## config.mk

```make
export PLATFORM = sky130hd
export DESIGN_NAME = acc_serializer
export DESIGN_NICKNAME = d
export VERILOG_FILES = /design/src/rtl/acc_serializer.sv
export SDC_FILE = /design/constraint.sdc
export NUM_CORES = 1
export LEC_CHECK = 0
export ABC_AREA = 1
export BUFFER_PORTS_ARGS = -buffer_cell sky130_fd_sc_hd__buf_2
export CAP_MARGIN = 20
export CORE_UTILIZATION = 44
export CTS_CLUSTER_DIAMETER = 100
export DETAILED_ROUTE_END_ITERATION = 7
export PLACE_DENSITY = 0.65
export SLEW_MARGIN = 20
export SYNTH_ARGS = -nofsm -noshare
export SYNTH_HDL_FRONTEND = slang
export SYNTH_SLANG_ARGS = --single-unit
```

## constraint.sdc

```tcl
create_clock -name clock -period 2.66 [get_ports clock]
set_input_delay 0.133 -clock clock [delete_from_list [all_inputs] [get_ports clock]]
set_output_delay 0.133 -clock clock [all_outputs]
set_load 0.05 [all_outputs]
```

## src/rtl/acc_serializer.sv

```systemverilog
// Serializes a captured accumulator sum LSB first, then one even-parity bit,
// framed by a strobe and followed by a one-cycle done pulse.
module acc_serializer #(
  parameter int WIDTH = 44,
  parameter int CNT_W = 6
) (
  input  logic             clock,
  input  logic             reset,
  input  logic             load,
  input  logic [WIDTH-1:0] data_in,
  output logic             ready,
  output logic             serial_out,
  output logic             frame,
  output logic             done
);

  typedef enum logic [1:0] {
    S_IDLE   = 2'd0,
    S_SHIFT  = 2'd1,
    S_PARITY = 2'd2,
    S_DONE   = 2'd3
  } state_t;

  localparam logic [CNT_W-1:0] LAST_BIT = CNT_W'(WIDTH - 1);

  state_t           r_state;
  logic [WIDTH-1:0] r_shift;
  logic [CNT_W-1:0] r_cnt;
  logic             r_par;
  logic             r_ready;
  logic             r_serial;
  logic             r_frame;
  logic             r_done;
  logic             w_accept;

  function automatic logic f_par_step(input logic acc, input logic bit_in);
    return acc ^ bit_in;
  endfunction

  assign w_accept   = r_ready & load;
  assign ready      = r_ready;
  assign serial_out = r_serial;
  assign frame      = r_frame;
  assign done       = r_done;

  // Serializer FSM; the state names the phase currently visible on the outputs.
  always_ff @(posedge clock) begin
    if (reset) begin
      r_state  <= S_IDLE;
      r_shift  <= {WIDTH{1'b0}};
      r_cnt    <= {CNT_W{1'b0}};
      r_par    <= 1'b0;
      r_ready  <= 1'b1;
      r_serial <= 1'b0;
      r_frame  <= 1'b0;
      r_done   <= 1'b0;
    end else begin
      case (r_state)
        S_IDLE: begin
          if (w_accept) begin
            // Bit 0 goes out on the accepting edge so a frame repeats every WIDTH+3 cycles.
            r_shift  <= data_in >> 1;
            r_cnt    <= {CNT_W{1'b0}};
            r_par    <= data_in[0];
            r_serial <= data_in[0];
            r_frame  <= 1'b1;
            r_ready  <= 1'b0;
            r_done   <= 1'b0;
            r_state  <= S_SHIFT;
          end else begin
            r_ready  <= 1'b1;
            r_serial <= 1'b0;
            r_frame  <= 1'b0;
            r_done   <= 1'b0;
          end
        end
        S_SHIFT: begin
          if (r_cnt == LAST_BIT) begin
            r_serial <= r_par;
            r_state  <= S_PARITY;
          end else begin
            r_serial <= r_shift[0];
            r_par    <= f_par_step(r_par, r_shift[0]);
            r_shift  <= r_shift >> 1;
            r_cnt    <= r_cnt + CNT_W'(1);
          end
        end
        S_PARITY: begin
          r_serial <= 1'b0;
          r_frame  <= 1'b0;
          r_done   <= 1'b1;
          r_state  <= S_DONE;
        end
        S_DONE: begin
          r_done  <= 1'b0;
          r_ready <= 1'b1;
          r_state <= S_IDLE;
        end
        default: begin
          r_state  <= S_IDLE;
          r_ready  <= 1'b1;
          r_serial <= 1'b0;
          r_frame  <= 1'b0;
          r_done   <= 1'b0;
        end
      endcase
    end
  end

endmodule

```

Word level (Yosys, flattened, before mapping)
Index checks and enable logic that the tools add are counted.

Add/sub/neg operators: 1. Equal/unequal tests: 7. Multiplexer cells: 20. Bitwise gates (word level): 2. Reductions and logical operators: 9.

Operators with widths (number): 44-bit 2-to-1 mux (2); 44-bit one-hot mux with 2 select lines (1); 6-bit 2-to-1 mux (2); 6-bit one-hot mux with 2 select lines (1); 1-bit one-hot mux with 2 select lines (4); 2-bit one-hot mux with 4 select lines (1); 2-bit nonzero test (4); 6-bit by 1-bit adder with 6-bit output (second input constant) (1); 6-bit == test (second input constant) (1); 1-bit 2-to-1 mux (6); 2-bit != test (second input constant) (3); 2-bit == test (second input constant) (2); 2-bit 2-to-1 mux (2); 1-bit one-hot mux with 3 select lines (1); 3-bit AND reduction (1); 3-bit nonzero test (1); 2-bit by 1-bit == test with 1-bit output (second input constant) (1); 2-bit logical NOT (1); 2-bit AND reduction (1); 2-bit OR reduction (1); 1-bit bitwise AND (1); 1-bit bitwise XOR (1).

Register bits after elaboration: 57. Input bits: 47. Output and inout port bits: 4. Logic and storage cells: 47.

Depth between registers and ports, before layout
Depth in word-level cells: 3. Depth in mapped cells: 10. Gate-level depth less buffers: 9.

Worst setup path after synthesis
OpenSTA, ideal clock, no wires.

Kind: reg2reg. From: register r_ready, in the netlist ready. To: register r_cnt[3]. Setup time: 0.116 ns. Arrival time: 1.485 ns. Required time: 2.544 ns. Slack: 1.059 ns. Stages on the path, launching flop included: 9. Buffers on the path: 1. Period minus slack after synthesis: 1.601 ns. Cells stage by stage: dfxtp_1 nand2_1 inv_1 nor2_4 inv_1 nand3_2 buf_2 o21ai_0 nor2_1.

Cells in the longest elaborated chain, start to end: 3.

Ends and longest elaborated chain: from (decl) (RTL line 30) `logic r_ready;`; from (signal assigned) (RTL line 53) `r_ready <= 1'b1;`; from (signal assigned) (RTL line 67) `r_ready <= 1'b0;`; from (signal assigned) (RTL line 71) `r_ready <= 1'b1;`; 1-bit bitwise AND (RTL line 40) `assign w_accept = r_ready & load;`; 2-bit != test (no line); 3-bit AND reduction (no line); to (signal assigned) (RTL line 51) `r_cnt <= {CNT_W{1'b0}};`; to (signal assigned) (RTL line 63) `r_cnt <= {CNT_W{1'b0}};`; to (signal assigned) (RTL line 85) `r_cnt <= r_cnt + CNT_W'(1);`; to (decl) (RTL line 28) `logic [CNT_W-1:0] r_cnt;`.

Every way passes these cells. A chain may end at the register's enable or synchronous reset.

Final worst setup path
From: register r_state[1]. To: register r_shift[8].

Cells in the longest elaborated chain, start to end: 3. Elaborated cells between the ends (all ways): 7. Those cells by class: 3 x eq/ne; 1 x mux; 3 x reduce/logical.

Ends and longest elaborated chain: from (decl) (RTL line 26) `state_t r_state;`; from (signal assigned) (RTL line 49) `r_state <= S_IDLE;`; from (signal assigned) (RTL line 69) `r_state <= S_SHIFT;`; from (signal assigned) (RTL line 80) `r_state <= S_PARITY;`; 2-bit by 1-bit == test with 1-bit output or 2-bit logical NOT (tied branches) (RTL line 58) `case (r_state)`; 2-bit != test (no line) or 2-bit nonzero test (tied branches); 3-bit AND reduction (no line); to (signal assigned) (RTL line 50) `r_shift <= {WIDTH{1'b0}};`; to (signal assigned) (RTL line 62) `r_shift <= data_in >> 1;`; to (signal assigned) (RTL line 84) `r_shift <= r_shift >> 1;`; to (decl) (RTL line 27) `logic [WIDTH-1:0] r_shift;`.

Parallel ways exist; a longest one is shown, timed or not.

==> results by group <==
Pwr
  • Sequential power share: 34.0%
  • Sw Ratio: 45.4%
  • Peak supply drop: 0.660 mV
  • Leakage: 1.53 nW
  • Comb pwr share: 50.0%
  • PwrDens: 1150 nW/um^2
  • Power Internal: 2.05 mW
  • NetSw: 1.70 mW
  • Clock power frac: 16.0%

Synth
  • Synth Register Bits: 56
  • Number of synthesis warnings: 0
  • Mux share of post-synthesis cell area: 0%
  • Area share of the largest cell type after synthesis: 38.9%
  • Synth Area in XOR/XNOR: 0.608%
  • Post-synth top cells: 231 x nand2_1, 56 x dfxtp_1, 41 x a21oi_1
  • Sequential area share after synthesis: 38.9%
  • Synth Flop Type: dfxtp_1
  • Gate Count Post-Synth: 440
  • Largest family of logic cells by synthesized area: simple AND/OR/NAND/NOR gates
  • Post-Syn Area: 2880 um^2
  • Adder-cell share of the synthesized area: 3.04%
  • Leading area contributor after synthesis: dfxtp_1
  • Most frequent cell after synthesis: nand2_1
  • Syn nets: 494
  • EDFF count, synth: 0
  • Simple-Gate Fraction of Synth Area: 38.6%
  • Compound-gate portion of the synthesized area: 11.4%
  • Yosys cell types: 24
  • Ys async rst share: 0%
  • Post-Syn Area per Cell: 6.54 um^2
  • Synth top area cells: dfxtp_1 39%, nand2_1 30%, a21oi_1 7.1%, a21oi_2 3.0%, ha_1 3.0%

Global routing
  • Pin count of the biggest net entering global routing: 30
  • First-pass GRT wire length: 10.5 mm
  • Overflow after GRT: 0
  • Initial antenna violation count: 0
  • Vias in the first global route: 2,445
  • Total GRT Usage: 18.1%

Layout
  • Area Growth Syn to Fin: 13.6%
  • ANT cells: 0
  • # nets final: 533
  • Non-Filler Cell Area, Final: 3270 um^2
  • Reg area: 1120 um^2
  • Total of fill cells in the finished design: 647
  • Finished Core Util: 51.5%
  • Layout cells sized above 1: 20.2%
  • Area of the multi-input gates: 1550 um^2

Setup path
  • Critical path arrival: 2150 ps
  • CP Launch Type: register
  • Reg2reg start: r_state[1]
  • Crit Path Category: reg -> reg
  • Crit end category: register
  • Worst EP required: 2910 ps
  • Crit Path Max Fanout: 28
  • Worst setup path start: r_state[1]

Clocking
  • Sink Count: 56
  • Worst-path clk slew: 100 ps
  • Root Driver: clkbuf_8
  • Hold Buf Count CTS: 0
  • CTS resizes: 0
  • Cts bufs inserted: 5
  • Postcts setup bufs: 0
  • Clock Latency Late Sink: 310 ps
  • CTS max path bufs: 2
  • CTS tree: yes
  • H-tree Lvls: 2

STA
  • RSZ-0062 raised after global routing: false
  • Max-slew headroom: 59.4%
  • Max Transition Viols Final: 0
  • Clock skew: 6.90 ps
  • Min Clock Period, post-route: 1910 ps
  • Final Hold Viols: 0
  • Period utilization: 71.6%
  • Highest Clock Rate: 0.525 GHz
  • Post-route setup TNS: 0 ps
  • Setup violators final: 0
  • Slew @ Worst Pin: 609 ps

Route
  • Post-DR wirelength/cell: 10.9 um
  • DR DRC count: 0
  • Initial DRT Pass Iterations: 4
  • Vias: 2,654
  • Initial DRC Count: 131
  • Final wirelength: 6.10 mm
  • Routed vias/inst: 4.76
  • Post-route ant nets: 0

Floorplan
  • Boundary Pins: 51
  • Die H: 82.9 um
  • Die ar.: 6870 um^2
  • Initial Util: 45.3%
  • Die W: 82.9 um
  • Core Region: 6350 um^2
  • Site Rows: 29

Placed design
  • Area after DPL: 3140 um^2
  • DP Wirelength: 4.04 mm
  • IO buf count: 50
  • Gpl congestion: 0.851

Status
  • Status: complete, no violations

Min path
  • Hold path start: data_in[43]
  • Worst Hold Class: in -> reg

Run
  • Total of max-cap violations: 0
[worst paths after layout]
path         slack, ps           to  depth (start not counted)
max reg2reg        750   r_shift[8]                          8
min                 70  r_shift[42]                          3
max                750   r_shift[8]                          8
min reg2reg        470  r_shift[42]                          2
[cell usage in the layout (no fill, tap or decap), types with 2 or more instances in the layout]
master,count
nor3_1,3
nand3_1,4
a21oi_2,10
a21oi_1,41
o21ai_0,6
inv_1,16
inv_2,2
ha_1,6
nor2_1,15
nand2_2,11
nand2_1,231
dfxtp_1,56
nand3_2,2
buf_2,50
clkbuf_8,7
buf_4,8
nor2_4,3
[critical path, stage by stage, from the launching register on]
cell	delay, ps
dfxtp_1	410
inv_1	100
ha_2	200
inv_2	280
nand2_1	190
nand3_2	120
buf_4	290
nand2_1	110
a21oi_2	140
[flip-flops by register name, indices dropped and copies added, names as in the netlist]
name        count
r_shift        43
ready           1
frame           1
r_par           1
serial_out      1
done            1
r_cnt           6
r_state         2
[cell families (layout without fill, tap and decap cells)]
group | Yosys count | count (layout)
simple gates | 273 | 273
xor+xnor | 2 | 2
compound gates | 58 | 58
fa+ha+maj | 7 | 7
buf+inv | 44 | 84
flops | 56 | 56
[per-layer routing]
| metal | track usage, % | vias up | share of wire, % |
|---|---|---|---|
| li1 | - | 1431 | - |
| met1 | 22.9 | 1170 | 48 |
| met3 | 3.28 | 6 | 4.0 |
| met4 | 5.17 | 0 | 0.98 |
| met2 | 31.5 | 47 | 47 |
| met5 | 0 | - | 0 |
[area by class of cell]
type	instances	area share (%)
clock inverters	1	0.918
inverters	18	2.07
multi-input cells	340	47.3
flip-flops and latches	56	34.3
clock buffers	7	2.95
repair buffers	58	9.49
well taps	77	2.95
[through the flow]
stage / std cells / hold WS, ps / total power [mW] / setup WS (ps)
floorplan: 440 / 280 / 2.87 / 1060
global placement: 549 / 402 / 3.16 / 850
detailed placement: 549 / 402 / 3.19 / 762
CTS: 557 / 63.3 / 3.81 / 731
global route: 557 / 81.0 / 4.11 / 576
finish: 557 / 69.4 / 3.75 / 755
[power by group through the flow]
stage	clock network (mW)	logic, mW	registers, mW
floorplan	0	1.53	1.34
global placement	0	1.87	1.28
detailed placement	0	1.90	1.29
CTS	0.624	1.91	1.28
global route	0.652	2.14	1.31
finish	0.602	1.88	1.28
Power figures use the tool's default switching activity.
